==> config.mk <==
export PLATFORM = sky130hd
export DESIGN_NAME = dcache_miss_ctrl_flat
export DESIGN_NICKNAME = d
export VERILOG_FILES = /design/src/rtl/dcache_miss_ctrl_pkg.sv /design/src/rtl/dcache_miss_ctrl_if.sv /design/src/rtl/dcache_tag_array.sv /design/src/rtl/dcache_miss_ctrl.sv /design/src/flat_wrapper.sv
export SDC_FILE = /design/constraint.sdc
export NUM_CORES = 1
export LEC_CHECK = 0
export BUFFER_PORTS_ARGS = -buffer_cell sky130_fd_sc_hd__buf_2
export CORE_ASPECT_RATIO = 0.5
export CORE_MARGIN = 3
export CORE_UTILIZATION = 50
export CTS_CLUSTER_DIAMETER = 100
export DETAILED_ROUTE_END_ITERATION = 16
export PLACE_DENSITY = 0.69
export SYNTH_ARGS = -nofsm -noshare
export SYNTH_HDL_FRONTEND = slang
export SYNTH_SLANG_ARGS = --single-unit
==> constraint.sdc <==
create_clock -name clk -period 17.86 [get_ports clk]
set_input_delay 2.679 -clock clk [delete_from_list [all_inputs] [get_ports clk]]
set_output_delay 2.679 -clock clk [all_outputs]
set_load 0.05 [all_outputs]
==> src/rtl/dcache_miss_ctrl_pkg.sv <==
// Shared definitions for the direct-mapped data-cache miss controller:
// FSM state encoding, default geometry and the tag-width/line-count helpers.
package dcache_miss_ctrl_pkg;

  localparam int ADDR_W_DEF     = 32;
  localparam int DATA_W_DEF     = 32;
  localparam int INDEX_BITS_DEF = 2;

  typedef enum logic [1:0] {
    S_IDLE      = 2'd0,
    S_WRITEBACK = 2'd1,
    S_REFILL    = 2'd2
  } state_e;

  // Byte address = {tag, index, 2'b00}; one word per line.
  function automatic int tag_w(input int addr_w, input int index_bits);
    return addr_w - index_bits - 2;
  endfunction

  function automatic int lines(input int index_bits);
    return 1 << index_bits;
  endfunction

endpackage

==> src/rtl/dcache_miss_ctrl_if.sv <==
// MEM-stage request/response and external memory port of the data cache.
// slave = cache controller side, master = pipeline/memory environment side.
interface dcache_miss_ctrl_if #(
  parameter int ADDR_W = 32,
  parameter int DATA_W = 32
);
  logic              cpu_req;
  logic              cpu_we;
  logic [ADDR_W-1:0] cpu_addr;
  logic [DATA_W-1:0] cpu_wdata;
  logic [DATA_W-1:0] cpu_rdata;
  logic              stall;

  logic              mem_req;
  logic              mem_we;
  logic [ADDR_W-1:0] mem_addr;
  logic [DATA_W-1:0] mem_wdata;
  logic              mem_ack;
  logic [DATA_W-1:0] mem_rdata;

  modport slave (
    input  cpu_req, cpu_we, cpu_addr, cpu_wdata, mem_ack, mem_rdata,
    output cpu_rdata, stall, mem_req, mem_we, mem_addr, mem_wdata
  );

  modport master (
    output cpu_req, cpu_we, cpu_addr, cpu_wdata, mem_ack, mem_rdata,
    input  cpu_rdata, stall, mem_req, mem_we, mem_addr, mem_wdata
  );
endinterface

==> src/rtl/dcache_tag_array.sv <==
// Line storage for the direct-mapped cache: valid/dirty/tag/data per line,
// asynchronous read, synchronous whole-line write, async clear of valid/dirty.
module dcache_tag_array
  import dcache_miss_ctrl_pkg::*;
#(
  parameter int INDEX_BITS = INDEX_BITS_DEF,
  parameter int TAG_W      = tag_w(ADDR_W_DEF, INDEX_BITS_DEF),
  parameter int DATA_W     = DATA_W_DEF
) (
  input  logic                  clk,
  input  logic                  reset,
  input  logic [INDEX_BITS-1:0] rd_idx,
  output logic                  rd_valid,
  output logic                  rd_dirty,
  output logic [TAG_W-1:0]      rd_tag,
  output logic [DATA_W-1:0]     rd_data,
  input  logic                  wr_en,
  input  logic [INDEX_BITS-1:0] wr_idx,
  input  logic                  wr_valid,
  input  logic                  wr_dirty,
  input  logic [TAG_W-1:0]      wr_tag,
  input  logic [DATA_W-1:0]     wr_data
);
  localparam int LINES = lines(INDEX_BITS);

  logic [LINES-1:0]  valid_q, valid_d;
  logic [LINES-1:0]  dirty_q, dirty_d;
  logic [TAG_W-1:0]  tag_mem  [LINES];
  logic [DATA_W-1:0] data_mem [LINES];

  // NOTE: defaults assigned first so the write-enable path cannot infer a latch.
  always_comb begin
    valid_d = valid_q;
    dirty_d = dirty_q;
    if (wr_en) begin
      valid_d[wr_idx] = wr_valid;
      dirty_d[wr_idx] = wr_dirty;
    end
  end

  // NOTE: sequential state is updated with non-blocking assignments only.
  always_ff @(posedge clk or negedge reset) begin
    if (!reset) begin
      valid_q <= '0;
      dirty_q <= '0;
    end else begin
      valid_q <= valid_d;
      dirty_q <= dirty_d;
    end
  end

  // NOTE: tag/data are not reset; valid gates every use, so they map to plain RAM.
  always_ff @(posedge clk) begin
    if (wr_en) begin
      tag_mem[wr_idx]  <= wr_tag;
      data_mem[wr_idx] <= wr_data;
    end
  end

  assign rd_valid = valid_q[rd_idx];
  assign rd_dirty = dirty_q[rd_idx];
  assign rd_tag   = tag_mem[rd_idx];
  assign rd_data  = data_mem[rd_idx];

endmodule

==> src/rtl/dcache_miss_ctrl.sv <==
// Direct-mapped write-back/write-allocate data-cache controller with miss FSM.
// Optional hit/miss counters are enabled by defining DCACHE_STATS_EN.
module dcache_miss_ctrl
  import dcache_miss_ctrl_pkg::*;
#(
  parameter int ADDR_W     = ADDR_W_DEF,
  parameter int DATA_W     = DATA_W_DEF,
  parameter int INDEX_BITS = INDEX_BITS_DEF
) (
  input  logic              clk,
  input  logic              reset,
  dcache_miss_ctrl_if.slave bus
`ifdef DCACHE_STATS_EN
  ,
  output logic [31:0]       hit_count,
  output logic [31:0]       miss_count
`endif
);
  localparam int TAG_W = tag_w(ADDR_W, INDEX_BITS);

  state_e              state_q, state_d;
  logic                mem_req_q, mem_req_d;
  logic                mem_we_q, mem_we_d;
  logic [ADDR_W-1:0]   mem_addr_q, mem_addr_d;
  logic [DATA_W-1:0]   mem_wdata_q, mem_wdata_d;
  logic [ADDR_W-1:2]   miss_addr_q, miss_addr_d;

  logic [INDEX_BITS-1:0] cpu_idx, miss_idx, rd_idx;
  logic [TAG_W-1:0]      cpu_tag, miss_tag;
  logic                  rd_valid, rd_dirty, hit;
  logic [TAG_W-1:0]      rd_tag;
  logic [DATA_W-1:0]     rd_data;
  logic                  wr_en, wr_valid, wr_dirty;
  logic [TAG_W-1:0]      wr_tag;
  logic [DATA_W-1:0]     wr_data;
  logic                  stall;
  logic [DATA_W-1:0]     cpu_rdata;
  logic                  unused_addr_lsb;

  assign cpu_idx  = bus.cpu_addr[INDEX_BITS+1:2];
  assign cpu_tag  = bus.cpu_addr[ADDR_W-1:INDEX_BITS+2];
  assign miss_idx = miss_addr_q[INDEX_BITS+1:2];
  assign miss_tag = miss_addr_q[ADDR_W-1:INDEX_BITS+2];
  assign unused_addr_lsb = ^bus.cpu_addr[1:0];

  // While a miss is in flight the array is addressed by the latched miss line.
  assign rd_idx = (state_q == S_IDLE) ? cpu_idx : miss_idx;
  assign hit    = rd_valid && (rd_tag == cpu_tag);

  dcache_tag_array #(
    .INDEX_BITS (INDEX_BITS),
    .TAG_W      (TAG_W),
    .DATA_W     (DATA_W)
  ) u_tag_array (
    .clk      (clk),
    .reset    (reset),
    .rd_idx   (rd_idx),
    .rd_valid (rd_valid),
    .rd_dirty (rd_dirty),
    .rd_tag   (rd_tag),
    .rd_data  (rd_data),
    .wr_en    (wr_en),
    .wr_idx   (rd_idx),
    .wr_valid (wr_valid),
    .wr_dirty (wr_dirty),
    .wr_tag   (wr_tag),
    .wr_data  (wr_data)
  );

  always_comb begin
    state_d     = state_q;
    mem_req_d   = mem_req_q;
    mem_we_d    = mem_we_q;
    mem_addr_d  = mem_addr_q;
    mem_wdata_d = mem_wdata_q;
    miss_addr_d = miss_addr_q;
    wr_en       = 1'b0;
    wr_valid    = rd_valid;
    wr_dirty    = rd_dirty;
    wr_tag      = rd_tag;
    wr_data     = rd_data;
    stall       = 1'b0;
    cpu_rdata   = '0;

    case (state_q)
      S_IDLE: begin
        if (bus.cpu_req) begin
          if (hit) begin
            if (bus.cpu_we) begin
              wr_en    = 1'b1;
              wr_dirty = 1'b1;
              wr_data  = bus.cpu_wdata;
            end else begin
              cpu_rdata = rd_data;
            end
          end else begin
            stall       = 1'b1;
            miss_addr_d = bus.cpu_addr[ADDR_W-1:2];
            mem_req_d   = 1'b1;
            if (rd_valid && rd_dirty) begin
              state_d     = S_WRITEBACK;
              mem_we_d    = 1'b1;
              mem_addr_d  = {rd_tag, cpu_idx, 2'b00};
              mem_wdata_d = rd_data;
            end else begin
              state_d     = S_REFILL;
              mem_we_d    = 1'b0;
              mem_addr_d  = {bus.cpu_addr[ADDR_W-1:2], 2'b00};
              mem_wdata_d = '0;
            end
          end
        end
      end
      S_WRITEBACK: begin
        stall = 1'b1;
        if (bus.mem_ack) begin
          wr_en       = 1'b1;
          wr_dirty    = 1'b0;
          state_d     = S_REFILL;
          mem_we_d    = 1'b0;
          mem_addr_d  = {miss_addr_q, 2'b00};
          mem_wdata_d = '0;
        end
      end
      S_REFILL: begin
        stall = 1'b1;
        if (bus.mem_ack) begin
          wr_en       = 1'b1;
          wr_valid    = 1'b1;
          wr_dirty    = 1'b0;
          wr_tag      = miss_tag;
          wr_data     = bus.mem_rdata;
          state_d     = S_IDLE;
          mem_req_d   = 1'b0;
          mem_we_d    = 1'b0;
          mem_addr_d  = '0;
        end
      end
      default: state_d = S_IDLE;
    endcase
  end

  always_ff @(posedge clk or negedge reset) begin
    if (!reset) begin
      state_q     <= S_IDLE;
      mem_req_q   <= 1'b0;
      mem_we_q    <= 1'b0;
      mem_addr_q  <= '0;
      mem_wdata_q <= '0;
      miss_addr_q <= '0;
    end else begin
      state_q     <= state_d;
      mem_req_q   <= mem_req_d;
      mem_we_q    <= mem_we_d;
      mem_addr_q  <= mem_addr_d;
      mem_wdata_q <= mem_wdata_d;
      miss_addr_q <= miss_addr_d;
    end
  end

  assign bus.stall     = stall;
  assign bus.cpu_rdata = cpu_rdata;
  assign bus.mem_req   = mem_req_q;
  assign bus.mem_we    = mem_we_q;
  assign bus.mem_addr  = mem_addr_q;
  assign bus.mem_wdata = mem_wdata_q;

`ifdef DCACHE_STATS_EN
  logic [31:0] hit_count_q, hit_count_d;
  logic [31:0] miss_count_q, miss_count_d;

  always_comb begin
    hit_count_d  = hit_count_q;
    miss_count_d = miss_count_q;
    if (state_q == S_IDLE && bus.cpu_req) begin
      if (hit) hit_count_d  = hit_count_q + 32'd1;
      else     miss_count_d = miss_count_q + 32'd1;
    end
  end

  always_ff @(posedge clk or negedge reset) begin
    if (!reset) begin
      hit_count_q  <= '0;
      miss_count_q <= '0;
    end else begin
      hit_count_q  <= hit_count_d;
      miss_count_q <= miss_count_d;
    end
  end

  assign hit_count  = hit_count_q;
  assign miss_count = miss_count_q;
`endif

endmodule

==> src/flat_wrapper.sv <==
// flat-port wrapper written by rule: the top's interface ports become plain ports
module dcache_miss_ctrl_flat import dcache_miss_ctrl_pkg::*;
#(
  parameter int ADDR_W     = ADDR_W_DEF,
  parameter int DATA_W     = DATA_W_DEF,
  parameter int INDEX_BITS = INDEX_BITS_DEF
)
  (clk, reset, bus_cpu_req, bus_cpu_we, bus_cpu_addr, bus_cpu_wdata, bus_mem_ack, bus_mem_rdata, bus_cpu_rdata, bus_stall, bus_mem_req, bus_mem_we, bus_mem_addr, bus_mem_wdata);
  dcache_miss_ctrl_if #(.ADDR_W(ADDR_W), .DATA_W(DATA_W)) bus_i ();
  input  logic clk;
  input  logic reset;
  input wire logic [$bits(bus_i.cpu_req)-1:0] bus_cpu_req;
  input wire logic [$bits(bus_i.cpu_we)-1:0] bus_cpu_we;
  input wire logic [$bits(bus_i.cpu_addr)-1:0] bus_cpu_addr;
  input wire logic [$bits(bus_i.cpu_wdata)-1:0] bus_cpu_wdata;
  input wire logic [$bits(bus_i.mem_ack)-1:0] bus_mem_ack;
  input wire logic [$bits(bus_i.mem_rdata)-1:0] bus_mem_rdata;
  output wire logic [$bits(bus_i.cpu_rdata)-1:0] bus_cpu_rdata;
  output wire logic [$bits(bus_i.stall)-1:0] bus_stall;
  output wire logic [$bits(bus_i.mem_req)-1:0] bus_mem_req;
  output wire logic [$bits(bus_i.mem_we)-1:0] bus_mem_we;
  output wire logic [$bits(bus_i.mem_addr)-1:0] bus_mem_addr;
  output wire logic [$bits(bus_i.mem_wdata)-1:0] bus_mem_wdata;
  assign bus_i.cpu_req = bus_cpu_req;
  assign bus_i.cpu_we = bus_cpu_we;
  assign bus_i.cpu_addr = bus_cpu_addr;
  assign bus_i.cpu_wdata = bus_cpu_wdata;
  assign bus_i.mem_ack = bus_mem_ack;
  assign bus_i.mem_rdata = bus_mem_rdata;
  assign bus_cpu_rdata = bus_i.cpu_rdata;
  assign bus_stall = bus_i.stall;
  assign bus_mem_req = bus_i.mem_req;
  assign bus_mem_we = bus_i.mem_we;
  assign bus_mem_addr = bus_i.mem_addr;
  assign bus_mem_wdata = bus_i.mem_wdata;
  dcache_miss_ctrl #(.ADDR_W(ADDR_W), .DATA_W(DATA_W), .INDEX_BITS(INDEX_BITS)) u_core (.clk(clk), .reset(reset), .bus(bus_i));
endmodule
==> results by group, run 1 <==
Worst setup path
  • Worst r2r path cells: 12
  • Data arrival time of the critical path: 6.99 ns
  • Largest fanout of any net on the critical path: 68
  • Longest individual stage delay on the worst path: 0.89 ns
  • Delay-heaviest family, CP: buffers and inverters
  • Cell count along the critical path: 11
  • Required time of the critical path: 15.18 ns
  • WP buf/inv: 4
  • Critical-path cell list: buf_2 -> mux2i_4 -> buf_4 -> mux2i_1 -> xor2_1 -> or4_1 -> nor3_2 -> nand3b_1 -> buf_4 -> nor2_1 -> buf_2
  • Sort of element at the end of the critical path: primary output
  • Master of the slowest instance on the critical path: sky130_fd_sc_hd__mux2i_4
  • Setup CP Type: primary input to primary output
  • Startpoint class of the critical path: primary input

Layout
  • Most frequent standard cell in the layout excluding fill and tap cells: sky130_fd_sc_hd__nand2_1
  • Area added between synthesis and finish: 15.0%
  • Area of all placed cells without fillers: 0.0189 mm2
  • Final standard cell count with taps included and fillers excluded: 2012
  • Leading cell types in the layout, fill and taps excluded: 343 x sky130_fd_sc_hd__nand2_1, 240 x sky130_fd_sc_hd__edfxtp_1, 194 x sky130_fd_sc_hd__buf_2
  • Fraction of layout instances using a drive strength above 1: 0.241
  • Area used by sequential logic in the layout: 0.00981 mm2
  • Count of filler cells inserted in the layout: 2566
  • Number of nets in the layout: 1659
  • Multi-input combinational cell area: 0.00623 mm2

Synth
  • Fraction of the yosys area taken by sequential cells: 0.598
  • Top area cells in the synthesized netlist: sky130_fd_sc_hd__edfxtp_1 44%, sky130_fd_sc_hd__dfrtp_1 16%, sky130_fd_sc_hd__nand2_1 7.9%
  • Area share of the leading cell type in the synthesized netlist: 0.439
  • Mean cell area of the mapped netlist: 11.8 um2
  • Dominant cell type by area after synthesis: sky130_fd_sc_hd__edfxtp_1
  • Mapped Area: 0.0164 mm2
  • Number of synthesized flops with an enable pin: 240
  • Synth Flop Type: sky130_fd_sc_hd__edfxtp_1
  • Syn. warnings: 0
  • Number of flip-flops and latches in the synthesized netlist: 344
  • Post-synth cell types: 62
  • Async set or reset register ratio after synthesis: 0.302
  • Cells after synthesis: 1390

Placement
  • Number of placed instances, taps included: 1949
  • Dpl ws: 8.25 ns
  • Routability-driven placement congestion ratio: 0.839
  • Detail Placement HPWL: 24.4 mm
  • Area after detailed placement: 0.0177 mm2
  • Input/output buffers: 195

Floorplan
  • Starting density of the core: 0.513
  • Die W: 262 um
  • Area enclosed by the die boundary: 0.0352 mm2
  • Core Region: 0.0320 mm2
  • Site Rows: 46
  • Overall die height: 134 um
  • # IOs: 200

Power and ir drop
  • Reported leakage power: 0.00817 uW
  • Worst ir drop on vdd: 0.0742 mV
  • Overall power consumption: 3340 uW
  • Pwr dens: 177 mW/mm2

Timing
  • Number of pins exceeding their max-slew limit in the final report: 0
  • Setup repair after global routing missed its margin: no
  • Part of the cycle the worst path needs: 0.541
  • Final hold violation count: 0
  • Worst slew margin relative to its limit: 0.174
  • Final min period: 9.67 ns
  • Final count of negative-setup-slack endpoints: 0
  • Max Clk Rate: 0.103 GHz
  • Slack of the critical path: 8.19 ns
  • Clock Skew: 0.0177 ns
  • Actual transition at the worst max-transition pin: 1.21 ns
  • Setup_tns: 0 ns

Clock network
  • Hold buffers post-CTS: 0
  • Clock insertion delay at the later pin of the skew report: 0.52 ns
  • TritonCTS clock tree: done
  • Clk pin slew, worst setup/hold paths: 0.06 ns
  • H-Tree Level Count: 2
  • Resized cells post-CTS: 0
  • Total clock sinks: 344
  • Post-CTS Setup Inserts: 0
  • Library cell used as clock root buffer: sky130_fd_sc_hd__clkbuf_16
  • Maximum clock path buffer count: 3
  • TritonCTS Buffers: 34

Global routing
  • Number of antenna violations at the first check in global routing: 2
  • Pin count of the biggest net entering global routing: 77
  • GRT Resource Usage Total: 0.227
  • Remaining global-route overflow: 0
  • Vias in the first global route: 11500
  • First-pass GRT wire length: 63.2 mm

Routing
  • Via Count: 11400
  • Number of vias per cell: 5.66
  • Routed wire length: 40.6 mm
  • Detailed-route DRC error count: 0
  • Remaining antenna violation count after routing: 0
  • Routed wirelength normalized by instance count: 20.2 um
  • DRT Pass-1 Iters: 5
  • Iteration-0 DRC Markers: 830

Hold path
  • Number of cells on the worst hold path: 1
  • Type of the worst min-delay path: flop to flop

Run status
  • Outcome: finished, final reports clean

Job
  • Number of max-cap violations: 0
[state kept, by name, indices dropped and copies added (netlist names)]
name / cells
u_core.bus.mem_wdata: 32
u_core.bus.mem_req: 1
u_core.u_tag_array.valid_q: 4
u_core.state_q: 2
u_core.u_tag_array.dirty_q: 4
u_core.u_tag_array.data_mem: 128
u_core.bus.mem_we: 1
u_core.u_tag_array.tag_mem: 112
u_core.miss_addr_q: 30
u_core.bus.mem_addr: 30
[metrics by stage]
step,utilization,hold WS (ns)
after global placement,0.554,0.469
after floorplan,-,0.475
after global routing,0.590,0.501
after CTS,0.590,0.493
after detailed placement,0.554,0.478
final,0.590,0.489
[path summary, 6_finish.rpt]
kind | startpoint | slack, ns | to
max | bus_cpu_addr[3] | 8.19 | bus_cpu_rdata[15]
min | u_core.bus.mem_wdata[13]$_DFFE_PN0P_ | 0.49 | u_core.bus.mem_wdata[13]$_DFFE_PN0P_
max reg2reg | u_core.state_q[0]$_DFFE_PN0P_ | 10.85 | u_core.u_tag_array.valid_q[2]$_DFFE_PN0P_
min reg2reg | u_core.bus.mem_wdata[13]$_DFFE_PN0P_ | 0.49 | u_core.bus.mem_wdata[13]$_DFFE_PN0P_
max in group asynchronous | reset | 14.31 | u_core.miss_addr_q[7]$_DFFE_PN0P_
min in group asynchronous | reset | 2.13 | u_core.bus.mem_wdata[23]$_DFFE_PN0P_
[cells by family after synthesis]
kind of cell	after synthesis	share of synthesized area
buffers and inverters	100	0.0281
adder cells (fa/ha/maj)	5	0.00381
other	1	0.000229
flip-flops	344	0.598
AO/OA/AOI/OAI	186	0.0753
multiplexers	223	0.154
AND/OR/NAND/NOR	514	0.132
XOR/XNOR	17	0.00907
[cells in the mapped netlist, types with 5 or more instances]
library cell / count
sky130_fd_sc_hd__a21oi_1: 11
sky130_fd_sc_hd__buf_4: 6
sky130_fd_sc_hd__buf_2: 9
sky130_fd_sc_hd__mux2_2: 84
sky130_fd_sc_hd__edfxtp_1: 240
sky130_fd_sc_hd__xor2_1: 8
sky130_fd_sc_hd__nor2b_1: 11
sky130_fd_sc_hd__mux2_1: 20
sky130_fd_sc_hd__a31oi_1: 6
sky130_fd_sc_hd__inv_1: 12
sky130_fd_sc_hd__buf_1: 6
sky130_fd_sc_hd__clkbuf_1: 59
sky130_fd_sc_hd__dfrtp_1: 104
sky130_fd_sc_hd__mux2i_1: 105
sky130_fd_sc_hd__nand3b_1: 8
sky130_fd_sc_hd__buf_6: 7
sky130_fd_sc_hd__xnor2_1: 9
sky130_fd_sc_hd__o211ai_1: 32
sky130_fd_sc_hd__mux4_2: 12
sky130_fd_sc_hd__ha_1: 5
sky130_fd_sc_hd__nor2_1: 80
sky130_fd_sc_hd__nand2_1: 344
sky130_fd_sc_hd__nand3_1: 36
sky130_fd_sc_hd__o21a_1: 31
sky130_fd_sc_hd__o21ai_0: 72
sky130_fd_sc_hd__and3_1: 5
[worst reg2reg max path, stage by stage (launching register included)]
cell	delay [ns]
sky130_fd_sc_hd__dfrtp_1	0.43
sky130_fd_sc_hd__inv_1	0.13
sky130_fd_sc_hd__ha_1	0.41
sky130_fd_sc_hd__mux2i_4	1.05
sky130_fd_sc_hd__buf_4	0.76
sky130_fd_sc_hd__mux2i_1	0.43
sky130_fd_sc_hd__xor2_1	0.10
sky130_fd_sc_hd__or4_1	0.42
sky130_fd_sc_hd__nor3_2	0.67
sky130_fd_sc_hd__nand3_2	0.42
sky130_fd_sc_hd__a211oi_4	0.80
sky130_fd_sc_hd__buf_4	0.79
sky130_fd_sc_hd__mux2_2	0.50
[final cells by class]
type / instances / area share
Sequential cell: 344 / 0.520
Timing Repair Buffer: 213 / 0.0590
Multi-Input combinational cell: 947 / 0.330
Inverter: 13 / 0.00259
Tap cell: 432 / 0.0286
Clock buffer: 44 / 0.0515
Antenna cell: 2 / 0.000265
Clock inverter: 17 / 0.00835
[where the power goes]
part           switching (uW)  internal [uW]
clock network             298            428
logic                     912            446
registers                69.3           1190
total                    1280           2070
[metal layers]
layer | global-route usage | wire length, um | part of all wire | vias up
met5 | 0 | 0 | 0 | -
met4 | 0.0519 | 626 | 0.015 | 0
met3 | 0.0361 | 2390 | 0.059 | 47
met2 | 0.398 | 20200 | 0.50 | 346
met1 | 0.300 | 17400 | 0.43 | 5702
li1 | - | - | - | 5293
No activity file was read; power rests on OpenSTA's default activity.
==> inputs of run 2 (changes only) <==
==> constraint.sdc (replaced) <==
create_clock -name clk -period 8.95 [get_ports clk]
set_input_delay 1.3425 -clock clk [delete_from_list [all_inputs] [get_ports clk]]
set_output_delay 1.3425 -clock clk [all_outputs]
set_load 0.05 [all_outputs]
==> run 2 against run 1 <==
Hold slack better by 0.0019 ns. Non-clock buffer count is 2 higher. Die area unchanged. Final cell count up 0.15%. Core utilization up 0.074 points. Routed wire length decreased by 0.43%. Clock skew rose by 0.0037 ns. Sequential share of layout area shrank 0.065 points. Largest cell class unchanged. Register-to-register slack got worse by 8.0 ns. Sequential power rose by 99%. Global-route usage shrank 0.17 points.
==> results by group, run 2 (synthesized netlist as in run 1, its figures left out) <==
Timing
  • Max Clk Rate: 0.154 GHz
  • Final count of negative-setup-slack endpoints: 0
  • Setup repair after global routing missed its margin: no
  • Worst slew margin relative to its limit: 0.199
  • Part of the cycle the worst path needs: 0.728
  • Clock Skew: 0.0214 ns
  • Number of pins exceeding their max-slew limit in the final report: 0
  • Hold slack: 0.491 ns
  • Actual transition at the worst max-transition pin: 1.20 ns
  • Final min period: 6.51 ns
  • Setup_tns: 0 ns
  • Final hold violation count: 0

Layout
  • Flip-flop count of the largest register after layout: 128
  • Area of all placed cells without fillers: 0.0189 mm2
  • Leading cell types in the layout, fill and taps excluded: 343 x sky130_fd_sc_hd__nand2_1, 240 x sky130_fd_sc_hd__edfxtp_1, 194 x sky130_fd_sc_hd__buf_2
  • Area added between synthesis and finish: 15.1%
  • Most frequent standard cell in the layout excluding fill and tap cells: sky130_fd_sc_hd__nand2_1
  • Final standard cell count with taps included and fillers excluded: 2015
  • Number of nets in the layout: 1661
  • Register with the highest flop count: u_core.u_tag_array.data_mem
  • Finished Core Util: 0.591
  • Fraction of layout instances using a drive strength above 1: 0.243

Routing
  • Iteration-0 DRC Markers: 894
  • DRT Pass-1 Iters: 5
  • Remaining antenna violation count after routing: 0
  • Routed wirelength normalized by instance count: 20.1 um
  • Via Count: 11400
  • Routed wire length: 40.4 mm
  • Detailed-route DRC error count: 0
  • Number of vias per cell: 5.64

Floorplan
  • # IOs: 200
  • Site Rows: 46
  • Starting density of the core: 0.513
  • Core Region: 0.0320 mm2
  • Die W: 262 um
  • Overall die height: 134 um
  • Area enclosed by the die boundary: 0.0352 mm2

Global routing
  • First-pass GRT wire length: 62.9 mm
  • Vias in the first global route: 11600
  • Pin count of the biggest net entering global routing: 73
  • Remaining global-route overflow: 0
  • GRT Resource Usage Total: 0.225
  • Number of antenna violations at the first check in global routing: 4

Worst setup path
  • WP buf/inv: 3
  • Startpoint of the most critical register-to-register path: u_core.state_q[0]$_DFFE_PN0P_
  • Startpoint class of the critical path: flop
  • Master of the slowest instance on the critical path: sky130_fd_sc_hd__mux2_4
  • Most frequent cell on the critical path: sky130_fd_sc_hd__nor2_1
  • Beginning of the critical path: u_core.state_q[0]$_DFFE_PN0P_
  • Delay-heaviest family, CP: simple AND/OR/NAND/NOR gates
  • Largest fanout of any net on the critical path: 56
  • Data arrival time of the critical path: 5.17 ns
  • Setup CP Type: flop to primary output
  • Critical-path cell list: inv_1 -> ha_1 -> mux2_4 -> mux2_2 -> a32oi_1 -> nand4_1 -> or4_1 -> nor4_4 -> a21oi_4 -> buf_4 -> nor2_1 -> nor2_1 -> buf_2
  • Longest individual stage delay on the worst path: 0.84 ns
  • Sort of element at the end of the critical path: primary output
  • Required time of the critical path: 7.61 ns

Placement
  • Routability-driven placement congestion ratio: 0.820
  • Input/output buffers: 195
  • Number of placed instances, taps included: 1951
  • Detail Placement HPWL: 24.6 mm
  • Area after detailed placement: 0.0178 mm2

Power and ir drop
  • Worst ir drop on vdd: 0.170 mV
  • Pwr dens: 352 mW/mm2
  • Reported leakage power: 0.00818 uW

Clock network
  • Clock insertion delay at the later pin of the skew report: 0.53 ns
  • H-Tree Level Count: 2
  • Library cell used as clock root buffer: sky130_fd_sc_hd__clkbuf_16
  • Post-CTS Setup Inserts: 0
  • TritonCTS Buffers: 34
  • Maximum clock path buffer count: 3
  • Resized cells post-CTS: 0
  • Clk pin slew, worst setup/hold paths: 0.06 ns
  • Hold buffers post-CTS: 0
  • TritonCTS clock tree: done
  • Total clock sinks: 344

Hold path
  • Hold Startpoint: u_core.bus.mem_wdata[13]$_DFFE_PN0P_
  • Type of the worst min-delay path: flop to flop

Job
  • Number of max-cap violations: 0

Run status
  • Outcome: finished, final reports clean
## run 2: changes by cell type in the layout (fill, tap and decap cells not counted), sizes merged
cell      previous run  this run
clkbuf              44        46
bufinv               3         2
clkinvlp             2         0
clkinv              13        11
diode                2         4
inv                 12        14
buf                213       215
## run 2: metal layers
metal	wire (um)	vias up	global-route usage
met5	0	-	0
met4	888	0	0.0673
met3	2180	68	0.0374
met2	20000	333	0.391
met1	17400	5659	0.294
li1	-	5307	-
## run 2: final timing paths
path | end | slack (ns) | cells past startpoint
worst min-delay path | u_core.bus.mem_wdata[13]$_DFFE_PN0P_ | 0.49 | 1
min in group asynchronous | u_core.bus.mem_wdata[23]$_DFFE_PN0P_ | 0.78 | 1
worst max-delay path | bus_stall | 2.44 | 13
max in group asynchronous | u_core.bus.mem_addr[16]$_DFFE_PN0P_ | 6.76 | 2
worst min register to register | u_core.bus.mem_wdata[13]$_DFFE_PN0P_ | 0.49 | 1
worst max register to register | u_core.u_tag_array.dirty_q[2]$_DFFE_PN0P_ | 2.83 | 12
## run 2: layout make-up
type | instances | area [um2]
diodes | 4 | 10.0
clock buffers | 46 | 957
clock inverters | 14 | 126
fillers | 2614 | 13100
inverters | 13 | 48.8
multi-input cells | 947 | 6230
flip-flops and latches | 344 | 9810
well taps | 432 | 541
repair buffers | 215 | 1180
## run 2: worst reg2reg max path, delay by kind of cell (launching register included)
kind                     cells  cell delay [ns]
multiplexers                 3             1.77
AND/OR/NAND/NOR              4             1.63
AO/OA/AOI/OAI                2             1.22
buffers and inverters        2             0.55
flip-flops                   1             0.42
adder cells (fa/ha/maj)      1             0.42
## run 2: where the power goes
group          switching (uW)  internal [uW]
Clock                     601            811
Combinational            1820            904
Sequential                138           2380
Total                    2560           4090
## run 2: metrics by stage
| step | power, uW | setup WS, ns |
|---|---|---|
| 2_1_floorplan | 4570 | 2.27 |
| 3_3_place_gp | 5150 | 2.45 |
| 3_5_place_dp | 5260 | 2.35 |
| 4_1_cts | 6680 | 2.43 |
| 5_1_grt | 7020 | 2.18 |
| 6_report | 6650 | 2.44 |
